### src/rtl/button_pio_event_sequencer.sv
// Avalon-MM master that services the 2-bit button PIO and queues timestamped events in a FWFT FIFO.
// An irq seen in IDLE at cycle N reaches PUSH at N+6. Consumer backpressure via evt_ready; pushes into a full FIFO are counted and dropped.
module button_pio_event_sequencer #(
  parameter int TS_W       = 24,
  parameter int FIFO_DEPTH = 8
) (
  input  logic             clk,
  input  logic             reset_n,
  output logic [1:0]       pio_address,
  output logic             pio_chipselect,
  output logic             pio_write_n,
  output logic [31:0]      pio_writedata,
  input  logic [31:0]      pio_readdata,
  input  logic             pio_irq,
  input  logic [1:0]       cfg_mask,
  output logic             evt_valid,
  input  logic             evt_ready,
  output logic [TS_W+3:0]  evt_data,
  output logic [7:0]       drop_count,
  output logic             busy
);

  localparam int AW = $clog2(FIFO_DEPTH);
  localparam int PW = AW + 1;
  localparam int EW = TS_W + 4;

  typedef enum logic [2:0] {
    S_CFG      = 3'd0,
    S_IDLE     = 3'd1,
    S_RD_CAP_A = 3'd2,
    S_RD_CAP_S = 3'd3,
    S_CLR      = 3'd4,
    S_RD_DAT_A = 3'd5,
    S_RD_DAT_S = 3'd6,
    S_PUSH     = 3'd7
  } state_t;

  state_t          state_q, state_d;
  logic [1:0]      mask_shadow_q, mask_shadow_d;
  logic [TS_W-1:0] ts_q, ts_d;
  logic [TS_W-1:0] ts_cap_q, ts_cap_d;
  logic [1:0]      edges_q, edges_d;
  logic [1:0]      level_q, level_d;
  logic [1:0]      addr_q, addr_d;
  logic            cs_q, cs_d;
  logic            wn_q, wn_d;
  logic [1:0]      wd_q, wd_d;
  logic            busy_q, busy_d;
  logic [PW-1:0]   wr_ptr_q, wr_ptr_d;
  logic [PW-1:0]   rd_ptr_q, rd_ptr_d;
  logic [7:0]      drop_q, drop_d;
  logic [EW-1:0]   mem_q [FIFO_DEPTH];

  logic push_req, do_push, pop, drop, full, empty;
  logic unused_rd;

  assign unused_rd = ^pio_readdata[31:2];

  assign empty = (wr_ptr_q == rd_ptr_q);
  assign full  = (wr_ptr_q[AW] != rd_ptr_q[AW]) && (wr_ptr_q[AW-1:0] == rd_ptr_q[AW-1:0]);

  always_comb begin
    state_d       = state_q;
    mask_shadow_d = mask_shadow_q;
    ts_d          = ts_q + TS_W'(1);
    ts_cap_d      = ts_cap_q;
    edges_d       = edges_q;
    level_d       = level_q;
    push_req      = 1'b0;

    case (state_q)
      // After reset the bus is still idle, so CFG holds until its write is actually on the bus.
      S_CFG: begin
        if (cs_q && !wn_q) begin
          mask_shadow_d = wd_q;
          state_d       = S_IDLE;
        end
      end
      S_IDLE: begin
        if (cfg_mask != mask_shadow_q) begin
          state_d = S_CFG;
        end else if (pio_irq) begin
          ts_cap_d = ts_q;
          state_d  = S_RD_CAP_A;
        end
      end
      S_RD_CAP_A: state_d = S_RD_CAP_S;
      S_RD_CAP_S: begin
        edges_d = pio_readdata[1:0];
        state_d = S_CLR;
      end
      S_CLR:      state_d = S_RD_DAT_A;
      S_RD_DAT_A: state_d = S_RD_DAT_S;
      S_RD_DAT_S: begin
        level_d = pio_readdata[1:0];
        state_d = S_PUSH;
      end
      S_PUSH: begin
        push_req = |(edges_q & mask_shadow_q);
        state_d  = S_IDLE;
      end
      default: state_d = S_CFG;
    endcase

    // Bus outputs are registered from the state being entered, so they line up with state_q.
    cs_d   = 1'b0;
    wn_d   = 1'b1;
    addr_d = 2'd0;
    wd_d   = 2'd0;
    case (state_d)
      S_CFG: begin
        cs_d   = 1'b1;
        wn_d   = 1'b0;
        addr_d = 2'd2;
        wd_d   = cfg_mask;
      end
      S_RD_CAP_A, S_RD_CAP_S: begin
        cs_d   = 1'b1;
        addr_d = 2'd3;
      end
      S_CLR: begin
        cs_d   = 1'b1;
        wn_d   = 1'b0;
        addr_d = 2'd3;
      end
      S_RD_DAT_A, S_RD_DAT_S: begin
        cs_d   = 1'b1;
        addr_d = 2'd0;
      end
      default: begin
        cs_d   = 1'b0;
        wn_d   = 1'b1;
      end
    endcase
    busy_d = (state_d != S_IDLE);

    pop      = !empty && evt_ready;
    do_push  = push_req && (!full || pop);
    drop     = push_req && full && !pop;
    wr_ptr_d = wr_ptr_q + PW'(do_push);
    rd_ptr_d = rd_ptr_q + PW'(pop);
    drop_d   = drop_q;
    if (drop && (drop_q != 8'hFF)) begin
      drop_d = drop_q + 8'd1;
    end
  end

  always_ff @(posedge clk or negedge reset_n) begin
    if (!reset_n) begin
      state_q       <= S_CFG;
      mask_shadow_q <= 2'd0;
      ts_q          <= '0;
      ts_cap_q      <= '0;
      edges_q       <= 2'd0;
      level_q       <= 2'd0;
      addr_q        <= 2'd0;
      cs_q          <= 1'b0;
      wn_q          <= 1'b1;
      wd_q          <= 2'd0;
      busy_q        <= 1'b1;
      wr_ptr_q      <= '0;
      rd_ptr_q      <= '0;
      drop_q        <= 8'd0;
    end else begin
      state_q       <= state_d;
      mask_shadow_q <= mask_shadow_d;
      ts_q          <= ts_d;
      ts_cap_q      <= ts_cap_d;
      edges_q       <= edges_d;
      level_q       <= level_d;
      addr_q        <= addr_d;
      cs_q          <= cs_d;
      wn_q          <= wn_d;
      wd_q          <= wd_d;
      busy_q        <= busy_d;
      wr_ptr_q      <= wr_ptr_d;
      rd_ptr_q      <= rd_ptr_d;
      drop_q        <= drop_d;
    end
  end

  // Storage needs no reset: the pointers define which entries are live.
  always_ff @(posedge clk) begin
    if (do_push) begin
      mem_q[wr_ptr_q[AW-1:0]] <= {ts_cap_q, level_q, edges_q};
    end
  end

  assign pio_address    = addr_q;
  assign pio_chipselect = cs_q;
  assign pio_write_n    = wn_q;
  assign pio_writedata  = {30'd0, wd_q};
  assign evt_valid      = !empty;
  assign evt_data       = empty ? '0 : mem_q[rd_ptr_q[AW-1:0]];
  assign drop_count     = drop_q;
  assign busy           = busy_q;

endmodule

### config.mk
export PLATFORM = sky130hd
export DESIGN_NAME = button_pio_event_sequencer
export DESIGN_NICKNAME = d
export VERILOG_FILES = /design/src/rtl/button_pio_event_sequencer.sv
export SDC_FILE = /design/constraint.sdc
export NUM_CORES = 1
export LEC_CHECK = 0
export BUFFER_PORTS_ARGS = -buffer_cell sky130_fd_sc_hd__buf_2
export CORE_UTILIZATION = 46
export CTS_CLUSTER_DIAMETER = 150
export DETAILED_ROUTE_END_ITERATION = 12
export PLACE_DENSITY = 0.65
export SLEW_MARGIN = 15
export SYNTH_ARGS = -nofsm -noshare
export SYNTH_HDL_FRONTEND = slang
export SYNTH_SLANG_ARGS = --single-unit
### constraint.sdc
create_clock -name clk -period 8 [get_ports clk]
set_input_delay 1.6 -clock clk [delete_from_list [all_inputs] [get_ports clk]]
set_output_delay 1.6 -clock clk [all_outputs]
set_load 0.02 [all_outputs]
Word level (Yosys, flattened, before mapping). Memory sizes are Yosys's and may differ from the RTL's. Cells that the tools add are included.

Register bits: 80. Logic and storage cells: 71. Output and inout port bits: 74. Memories: 1. Memory bits (writable): 224.

Memories: mem_q (words 8, bits a word 28, read ports 1, clocked after Yosys merged registers in 0, write ports 1, line 52) `logic [EW-1:0] mem_q [FIFO_DEPTH];`.

Eq/ne operators: 18. Reduce and logical (&&, ||, !) cells: 20. Multiplexer cells: 12. Add/subtract/negate cells: 4. Bitwise logic cells: 2.

Operators by type and width (count): $mux W28 (1); $add A24 B1 Y24 const B (1); $pmux W3 S8 (1); $eq A3 B3 Y1 const B (7); $eq A3 B2 Y1 const B (4); $mux W3 (3); $add A4 B1 Y4 (2); $add A8 B1 Y8 const B (1); $ne A8 B8 Y1 const B (1); $logic_and A1 B1 Y1 (7); $logic_not A3 Y1 (2); $reduce_or A6 Y1 (1); $mux W1 (5); $eq A4 B4 Y1 (1); $logic_not A1 Y1 (4); $pmux W2 S2 (1); $reduce_or A2 Y1 (2); $eq A3 B1 Y1 const B (1); $eq A3 B3 Y1 (1); $ne A3 B1 Y1 const B (1); $reduce_and A3 Y1 (1); $reduce_or A3 Y1 (1); $and A2 B2 Y2 (1); $mux W2 (1); 5 further kinds (5).

Longest topological paths before layout. Gate-level depths: netlist of run 1.

Depth after elaboration: 7. Depth in mapped cells: 9.

Worst setup path before layout of run 1. OpenSTA, ideal clock, no wires.

Path kind: input -> register. Start: input port evt_ready. End: memory mem_q[1][0] in the netlist's numbering, enable pin. Cell stages on the path: 4. Library setup time: 448 ps. Data arrival time: 3946 ps. Path slack: 3606 ps. Path through: or2_1 buf_2 o211ai_1 nor3_1.

Cells in the longest elaborated chain, start to end: 5.

RTL lines: start, declared (line 17) `input logic evt_ready,`; $logic_and A1 B1 Y1 (line 137) `pop = !empty && evt_ready;`; $logic_or A1 B1 Y1 (line 138) `do_push = push_req && (!full || pop);`; $logic_and A1 B1 Y1 (line 138); $mux W1 (line 184) `if (do_push) begin`; $mux W1 (implied by the code) (line 185) `mem_q[wr_ptr_q[AW-1:0]] <= {ts_cap_q, level_q, edges_q};`; end, declared (line 52).

Every way passes these cells.

Final worst setup path of run 1.
Start: register rd_ptr_q[0]. End: output port evt_data[26].

Cells in the longest elaborated chain, start to end: 2. Elaborated cells on any way between the ends: 3.

RTL lines: start, declared (line 50) `logic [PW-1:0] rd_ptr_q, rd_ptr_d;`; start signal, assigned (line 177) `rd_ptr_q <= rd_ptr_d;`; $mem_v2 Z8 W28 / $eq A4 B4 Y1 (equally long branches); $mux W28 (*) (line 194) `assign evt_data = empty ? '0 : mem_q[rd_ptr_q[AW-1:0]];`; end, declared (line 18) `output logic [TS_W+3:0] evt_data,`.

Every way passes the cells marked *; elsewhere a longest branch is shown, timed or not.

==> run metrics, run 1 <==
status=finished clean; Hold Path Class=flop to flop; Area Growth Syn to Fin=12.9%; Starting Density=46.8%; synthesized area per cell=18.4 um2; clock slew at reported path FFs=0.06 ns; Final nets=776; Clk Latency, worst-skew pair=0.55 ns; die width=165 um; H-tree Lvls=1; # hold bufs at CTS=0; final worst setup slack=3.35 ns; port bufs=51; Finished Core Util=52.8%; worst vdd ir=0.000197 V; row count=59; worst-path maximum fanout=19; # DRC=0; first-pass GRT wire length=34400 um; Pleak=5.01 nW; library cells used by synthesis=47; I/O pin total=112; PwrDens=324 mW/mm2; Max Cap Viol=0; final-report max-slew violation count=0; Iteration-0 DRC Markers=362; Root Buffer=clkbuf_16; number of synthesized register bits=304; ratio of cells with drive above 1 in the final layout=29.4%; Synth async-reset ratio=26.3%; largest net degree at the start of global routing=59; Slowest cell on crit path=and2b_1; wire per inst=20.4 um; vias per cell=5.40; sequential cell area fraction in the yosys report=71.8%; via count=5890; drt total wl=22300 um; total negative slack=0 ns; number of diodes=0; Post-synth EDFFs=224; Core ar.=0.0260 mm2; crit-path cells=xnor2_1 > nand3_1 > and2b_1 > buf_4 > nor2_1 > buf_2; final setup fails=0; Main synth FF type=edfxtp_1; cts bufs inserted=30; CTS tree=built; Critical Path Sink Type=output port; Clock Skews=0.0112 ns; CTS sink count=304; Worst-Margin Slew=0.871 ns; RSZ-0062 raised after global routing=false; DRT Pass-1 Iters=6; crit path time final=4.65 ns; setup bufs post-CTS=0; cell area after layout=0.0137 mm2; max_slew headroom=41.9%; grt ovf=0; CTS resizes=0; RePlAce Congestion=0.765; CTS Buffer Depth=3; YS warnings=0; Detail Placement HPWL=13000 um; final hold violation count=0; ANT nets after route=0; Critical Path AT=3.05 ns; crit-path max cell delay=0.68 ns; crit start category=flop; vias in the first global route=6063; gr usage total=17.0%; Die ar.=0.0271 mm2; Die H=165 um; pre-CTS setup slack=3.80 ns; placed cell area=0.0128 mm2; Syn Inst Count=662; type of the worst setup path=flop to output port; Worst EP required=6.40 ns; Mapped Area=0.0122 mm2; period utilization=58.1%; initial antenna violation count=0; fmax=215 MHz
-- per-layer routing --
metal | part of all wire (%) | track usage [%] | vias to the layer above
li1 | - | - | 2647
met3 | 3.4 | 2.41 | 28
met5 | 0 | 0 | -
met1 | 44 | 22.7 | 3116
met2 | 51 | 29.5 | 99
met4 | 1.5 | 4.00 | 0
-- cell usage in the layout, fill, tap and decap left out, types with 2 or more instances in the layout --
cell type / synthesis / layout
nor4_4: 2 / 2
inv_1: 5 / 5
mux2_2: 30 / 30
nor2_2: 0 / 6
nor2b_1: 2 / 2
nand2b_1: 3 / 3
clkinv_1: 0 / 6
nand2_1: 15 / 15
o211ai_1: 2 / 2
mux4_2: 56 / 56
conb_1: 1 / 30
nor4_1: 7 / 7
xnor2_1: 24 / 24
clkbuf_1: 11 / 4
buf_4: 32 / 17
nor3_2: 0 / 2
dfstp_2: 2 / 2
a21oi_1: 3 / 3
clkinv_2: 0 / 7
clkbuf_16: 0 / 32
dfrtp_1: 78 / 75
and2_1: 6 / 6
xor2_1: 15 / 15
buf_2: 12 / 50
edfxtp_1: 224 / 224
nand3_1: 18 / 17
nand4_1: 6 / 6
nor3_1: 4 / 2
and4_1: 5 / 5
dfrtp_2: 0 / 2
nor2_1: 43 / 37
clkbuf_8: 0 / 4
ha_1: 6 / 6
mux2i_1: 28 / 28
-- state kept, by name, indices dropped and copies added, names as in the netlist, 3 cells and up --
| name | count |
|---|---|
| mem_q | 224 |
| ts_cap_q | 24 |
| ts_q | 24 |
| drop_count | 8 |
| rd_ptr_q | 4 |
| wr_ptr_q | 4 |
| state_q | 3 |
-- kinds of logic (layout without fill, tap and decap cells) --
| group | after synthesis | after routing | synth area share [%] |
|---|---|---|---|
| multiplexers | 115 | 115 | 15.6 |
| other | 1 | 30 | 0.0308 |
| AO/OA/AOI/OAI | 15 | 15 | 0.977 |
| buffers and inverters | 63 | 128 | 3.05 |
| XOR/XNOR | 39 | 39 | 2.81 |
| AND/OR/NAND/NOR | 119 | 119 | 5.16 |
| adder cells (fa/ha/maj) | 6 | 6 | 0.617 |
| flip-flops | 304 | 304 | 71.8 |
-- worst max-delay path, delay by kind of cell, from the launching register on --
kind	cells	cell delay, ns
buffers and inverters	2	0.55
AND/OR/NAND/NOR	3	1.10
flip-flops	1	0.67
XOR/XNOR	1	0.16
-- final cells by class --
type                       instances  area, um2
sequential                       304       8740
tap                              335        419
multi-input combinational        324       3200
clock buffer                      40        871
timing repair buffer              67        378
clock inverter                    16        104
fill                            2069      12300
inverter                           5       18.8
-- per-stage QoR --
step,total power [mW],hold WS [ns],instances
3_5_place_dp,3.15,0.484,1035
6_report,4.45,0.494,1091
2_1_floorplan,2.82,0.442,691
3_3_place_gp,3.13,0.464,1035
5_1_grt,4.64,0.507,1091
4_1_cts,4.51,0.497,1091
-- cells in the mapped netlist, drive strengths merged (2+ instances only) --
cell type | n | area share, %
edfxtp | 224 | 55
dfrtp | 78 | 16
mux4 | 56 | 10
buf | 47 | 2.6
nor2 | 43 | 1.3
mux2 | 31 | 2.9
mux2i | 28 | 2.3
xnor2 | 24 | 1.7
nand3 | 18 | 0.74
nand2 | 15 | 0.46
xor2 | 15 | 1.1
clkbuf | 11 | 0.34
nor4 | 9 | 0.71
and2 | 6 | 0.31
ha | 6 | 0.62
nand4 | 6 | 0.31
and4 | 5 | 0.36
inv | 5 | 0.15
nor3 | 4 | 0.16
a21oi | 3 | 0.12
nand2b | 3 | 0.15
and3 | 2 | 0.14
dfstp | 2 | 0.43
nor2b | 2 | 0.10
o211ai | 2 | 0.12
or2 | 2 | 0.10
-- path summary, 6_finish.rpt --
path	from	end	slack [ns]	cells after the start
min in group asynchronous	reset_n	ts_cap_q[8]$_DFFE_PN0P_	1.00	1
max reg2reg	rd_ptr_q[0]$_DFF_PN0_	rd_ptr_q[2]$_DFF_PN0_	4.96	8
max in group asynchronous	reset_n	ts_cap_q[23]$_DFFE_PN0P_	6.02	2
min reg2reg	wr_ptr_q[3]$_DFF_PN0_	wr_ptr_q[3]$_DFF_PN0_	0.49	1
min	wr_ptr_q[3]$_DFF_PN0_	wr_ptr_q[3]$_DFF_PN0_	0.49	1
max	rd_ptr_q[0]$_DFF_PN0_	evt_data[26]	3.35	6
-- where the power goes --
| group | switching [mW] | internal (mW) | leakage, nW |
|---|---|---|---|
| Sequential | 0.136 | 1.83 | 3.02 |
| Combinational | 0.650 | 0.480 | 1.51 |
| Clock | 0.562 | 0.792 | 0.483 |
No activity file was read; power rests on OpenSTA's default activity.
==> inputs of run 2 (changes only) <==
--- a/config.mk
+++ b/config.mk
@@ -5,11 +5,12 @@
 export SDC_FILE = /design/constraint.sdc
 export NUM_CORES = 1
 export LEC_CHECK = 0
+export ABC_AREA = 1
 export BUFFER_PORTS_ARGS = -buffer_cell sky130_fd_sc_hd__buf_2
 export CORE_UTILIZATION = 46
 export CTS_CLUSTER_DIAMETER = 150
 export DETAILED_ROUTE_END_ITERATION = 12
-export PLACE_DENSITY = 0.65
+export PLACE_DENSITY = 0.68
 export SLEW_MARGIN = 15
 export SYNTH_ARGS = -nofsm -noshare
 export SYNTH_HDL_FRONTEND = slang
==> constraint.sdc (replaced) <==
create_clock -name clk -period 4 [get_ports clk]
set_input_delay 0.8 -clock clk [delete_from_list [all_inputs] [get_ports clk]]
set_output_delay 0.8 -clock clk [all_outputs]
set_load 0.02 [all_outputs]
==> run metrics, run 2 <==
placed cell area=0.0134 mm2; vias in the first global route=7916; Clk Latency, worst-skew pair=0.55 ns; drt total wl=25800 um; Largest register FFs=224; DRT Pass-1 Iters=5; worst vdd ir=0.000417 V; cell area after layout=0.0144 mm2; final hold violation count=0; number of fill cells in the layout=2342; Die H=169 um; Pleak=5.84 nW; Detail Placement HPWL=15100 um; Clock Skews=0.00758 ns; # hold bufs at CTS=0; # DRC=0; Worst EP required=3.20 ns; CTS tree=built; met1 usage=23.2%; CTS Buffer Depth=3; setup bufs post-CTS=0; worst-path maximum fanout=30; max_slew headroom=30.5%; grt ovf=0; I/O pin total=112; crit path time final=3.39 ns; Finished Core Util=52.9%; die width=169 um; number of diodes=0; GR Util met3=2.78%; most numerous cell in the Yosys netlist=edfxtp_1; ratio of cells with drive above 1 in the final layout=11.5%; placed instance count=1564; Yosys top cell by area=edfxtp_1; H-tree Lvls=1; Mapped Area=0.0128 mm2; port bufs=51; Main synth FF type=edfxtp_1; Worst-Margin Slew=1.04 ns; ANT nets after route=0; clock slew at reported path FFs=0.06 ns; Area Growth Syn to Fin=12.2%; initial antenna violation count=0; final non-filler cell total=1620; Critical Path Sink Type=output port; first-pass GRT wire length=41100 um; main area contributors after synthesis=edfxtp_1, dfrtp_1, o21ai_0; Synth async-reset ratio=26.3%; fmax=295 MHz; Final nets=1268; Starting Density=47.2%; CTS sink count=304; wire per inst=15.9 um; YS warnings=0; vias per cell=5.09; total negative slack=0 ns; sequential cell area fraction in the yosys report=68.1%; top cells by instance count after synthesis=edfxtp_1, nor2_1, nand2_1; PwrDens=681 mW/mm2; status=finished clean; final-report max-slew violation count=0; most common cell after layout, fill and taps aside=edfxtp_1; Post-synth EDFFs=224; number of synthesized register bits=304; row count=60; library cells used by synthesis=33; most frequent cells in the layout=edfxtp_1, nor2_1, nand2_1; gr usage total=18.5%; RSZ-0062 raised after global routing=false; Die ar.=0.0285 mm2; crit start category=flop; period utilization=84.6%; Critical Path AT=2.59 ns; cts bufs inserted=30; Syn Inst Count=1172; met2 Use GR=32.8%; top cell type's share of synthesized area=52.5%; final setup fails=0; gr busiest metal=met2; Iteration-0 DRC Markers=537; type of the worst setup path=flop to output port; CTS resizes=0; synthesized area per cell=10.9 um2; Core ar.=0.0272 mm2; largest net degree at the start of global routing=69; Hold Path Class=primary input to asynchronous set/reset pin; Root Buffer=clkbuf_16; Max Cap Viol=0; RePlAce Congestion=0.862; via count=8244
[run 2: final timing paths]
path | slack [ns] | end | depth (start not counted) | startpoint
max in group asynchronous | 2.91 | ts_cap_q[5]$_DFFE_PN0P_ | 2 | reset_n
min in group clk | 0.49 | rd_ptr_q[3]$_DFF_PN0_ | 1 | rd_ptr_q[3]$_DFF_PN0_
hold / removal | 0.33 | state_q[1]$_DFF_PN0_ | 1 | reset_n
setup reg to reg | 1.43 | mem_q[1][15]$_DFFE_PP_ | 6 | edges_q[1]$_DFFE_PN0P_
hold reg to reg | 0.49 | rd_ptr_q[3]$_DFF_PN0_ | 1 | rd_ptr_q[3]$_DFF_PN0_
setup / recovery | 0.61 | evt_data[24] | 7 | rd_ptr_q[0]$_DFF_PN0_
[run 2: final cells by class]
class	count	area [um2]	area share, %
Clock buffer	44	906	6.30
Multi-Input combinational cell	752	3510	24.4
Timing Repair Buffer	72	440	3.06
Sequential cell	304	8740	60.7
Tap cell	372	465	3.24
Clock inverter	12	86.3	0.600
Inverter	64	240	1.67
[run 2: cell families (layout without fill, tap and decap cells)]
kind of cell | Yosys count | after routing | share of synthesized area, %
buffers and inverters | 145 | 192 | 5.87
adder cells (fa/ha/maj) | 6 | 6 | 0.586
other | 1 | 30 | 0.0293
XOR/XNOR | 29 | 29 | 2.04
flip-flops | 304 | 304 | 68.1
AND/OR/NAND/NOR | 458 | 458 | 14.4
AO/OA/AOI/OAI | 229 | 229 | 8.94
[run 2: metal layers]
layer  vias to the layer above  wire length, um
li1                       4019                -
met1                      4003            11200
met2                       177            12900
met3                        45             1120
met4                         0              635
met5                         -                0
[run 2: critical path, stage by stage, from the launching register on]
cell and delay, ns:
dfrtp_4 0.50, inv_2 0.38, buf_4 0.38, nor2_1 0.06, o21ai_0 0.17, nand2_1 0.07
a21oi_1 0.24, buf_2 0.21
[run 2: metrics by stage]
step                setup slack, ns  hold slack [ns]  total power, mW
floorplan                      1.22            0.441             6.22
global placement               1.16            0.461             7.06
detailed placement             1.17            0.462             7.11
CTS                           0.576            0.364             9.89
global route                  0.429            0.410             10.4
finish                        0.614            0.329             9.80
[run 2: where the power goes]
part	internal [mW]	switching (mW)	leakage, nW
Clock	1.63	1.14	0.496
Combinational	0.946	2.19	2.00
Sequential	3.68	0.216	3.34
==> inputs of run 3 (changes only) <==
==> constraint.sdc (replaced) <==
create_clock -name clk -period 3 [get_ports clk]
set_input_delay 0.6 -clock clk [delete_from_list [all_inputs] [get_ports clk]]
set_output_delay 0.6 -clock clk [all_outputs]
set_load 0.02 [all_outputs]
==> run metrics, run 3 (synthesized netlist as in run 2, its figures left out) <==
status=finished clean; Critical Path Start=rd_ptr_q[0]$_DFF_PN0_; wire per inst=16.3 um; Iteration-0 DRC Markers=697; Slowest cell on crit path=dfrtp_4; crit start category=flop; Critical Path Sink Type=output port; reg-to-reg critical path startpoint=rd_ptr_q[0]$_DFF_PN0_; total chip power=13.2 mW; first-pass GRT wire length=42000 um; Die ar.=0.0285 mm2; grt ovf=0; Worst EP required=2.40 ns; Final nets=1282; DRT Pass-1 Iters=5; clock slew at reported path FFs=0.06 ns; crit path to=evt_data[21]; placed cell area=0.0135 mm2; H-tree Lvls=1; Area Growth Syn to Fin=13.4%; Worst-Margin Slew=0.744 ns; Hold Path Class=primary input to asynchronous set/reset pin; CTS Buffer Depth=3; WP depth=8; die width=169 um; Clk Latency, worst-skew pair=0.54 ns; row count=60; ANT nets after route=0; final hold violation count=0; Finished Core Util=53.5%; via count=8403; number of fill cells in the layout=2341; final-report max-slew violation count=0; # DRC=0; cell area after layout=0.0145 mm2; Clock Skews=0.00754 ns; Critical Path AT=2.22 ns; max_slew headroom=50.4%; ratio of cells with drive above 1 in the final layout=12.0%; fmax=354 MHz; reg-to-reg setup timing slack=0.67 ns; Die H=169 um; crit-path max cell delay=0.54 ns; register area=0.00874 mm2; gr usage total=18.8%; Root Buffer=clkbuf_16; I/O pin total=112; # hold bufs at CTS=0; Detail Placement HPWL=15500 um; R2R cell count=8; pre-CTS setup slack=0.567 ns; total negative slack=0 ns; worst r2r dst=mem_q[6][13]$_DFFE_PP_; worst vdd ir=0.000490 V; PwrDens=910 mW/mm2; most common cell after layout, fill and taps aside=edfxtp_1; worst-path maximum fanout=24; type of the worst setup path=flop to output port; cts bufs inserted=31; crit-path cells=buf_4 > nor2_1 > nor2_1 > o21ai_0 > o21ai_0 > nand2_1 > a21oi_1 > buf_2; final worst setup slack=0.179 ns; largest net degree at the start of global routing=81; crit-path leading delay family=flip-flops; CTS sink count=304; most frequent cells in the layout=edfxtp_1, nor2_1, nand2_1; period utilization=94.0%; Core ar.=0.0272 mm2; number of diodes=0; Max Cap Viol=0; final setup fails=0; Largest register FFs=224; RSZ-0062 raised after global routing=false; Pleak=5.91 nW; RePlAce Congestion=0.876; Starting Density=47.2%; CTS tree=built; port bufs=51; Multi-input gate area=0.00351 mm2; vias in the first global route=8188; drt total wl=26700 um; crit path time final=2.82 ns; CP Buf/Inv Count=2; vias per cell=5.14; initial antenna violation count=0
[run 3: cell count changes in the layout (fill, tap and decap cells not counted), sizes merged]
cell / before / now
clkinv: 9 / 7
bufinv: 1 / 0
clkbuf: 44 / 52
buf: 72 / 82
inv: 66 / 65
[run 3: how the worst min path moves through the flow]
stage	to	slack, ns	cells after the start	start
global route	mask_shadow_q[1]$_DFFE_PN0P_	0.11	2	reset_n
global placement	ts_q[23]$_DFF_PN0_	0.46	2	ts_q[23]$_DFF_PN0_
finish	mask_shadow_q[1]$_DFFE_PN0P_	0.06	2	reset_n
floorplan	drop_count[0]$_DFFE_PN0P_	0.30	0	reset_n
detailed placement	ts_q[23]$_DFF_PN0_	0.47	2	ts_q[23]$_DFF_PN0_
CTS	mask_shadow_q[1]$_DFFE_PN0P_	0.1	2	reset_n
[run 3: cell type report]
type / instances / area share [%]
Sequential cell: 304 / 60.1
Multi-Input combinational cell: 752 / 24.2
Clock buffer: 49 / 6.14
Timing Repair Buffer: 85 / 4.48
Tap cell: 372 / 3.20
Inverter: 64 / 1.67
Clock inverter: 8 / 0.284
[run 3: repair_timing]
action / CTS / global route
setup buffers: 1 / 2
gates cloned: 0 / 2
endpoints found under the setup margin: 2 / 9
gates resized for setup: 0 / 2
[run 3: power breakdown]
group	total, mW	switching [mW]	leakage, nW	internal, mW
Combinational	4.48	3.01	2.11	1.47
Sequential	5.24	0.337	3.34	4.90
Clock	3.51	1.48	0.461	2.03
[run 3: worst register-to-register path: cells and delay by family (launching register included)]
family                    cells  cell delay (ns)
DFF                           1             0.57
buffers and inverters         2             0.41
and+or+nand+nor               5             0.91
xor gates and xnor gates      1             0.12
[run 3: metrics by stage]
stage	hold slack [ns]	cells
after floorplan	0.304	1201
after global placement	0.461	1572
after detailed placement	0.468	1572
after CTS	0.0991	1630
after global routing	0.114	1634
final	0.0566	1634
[run 3: metal layers]
layer / up-vias / global-route usage, % / routed length [um]
li1: 4050 / - / -
met1: 4056 / 24.4 / 11300
met2: 249 / 32.8 / 13400
met3: 48 / 2.55 / 1420
met4: 0 / 5.61 / 563
met5: - / 0 / 0
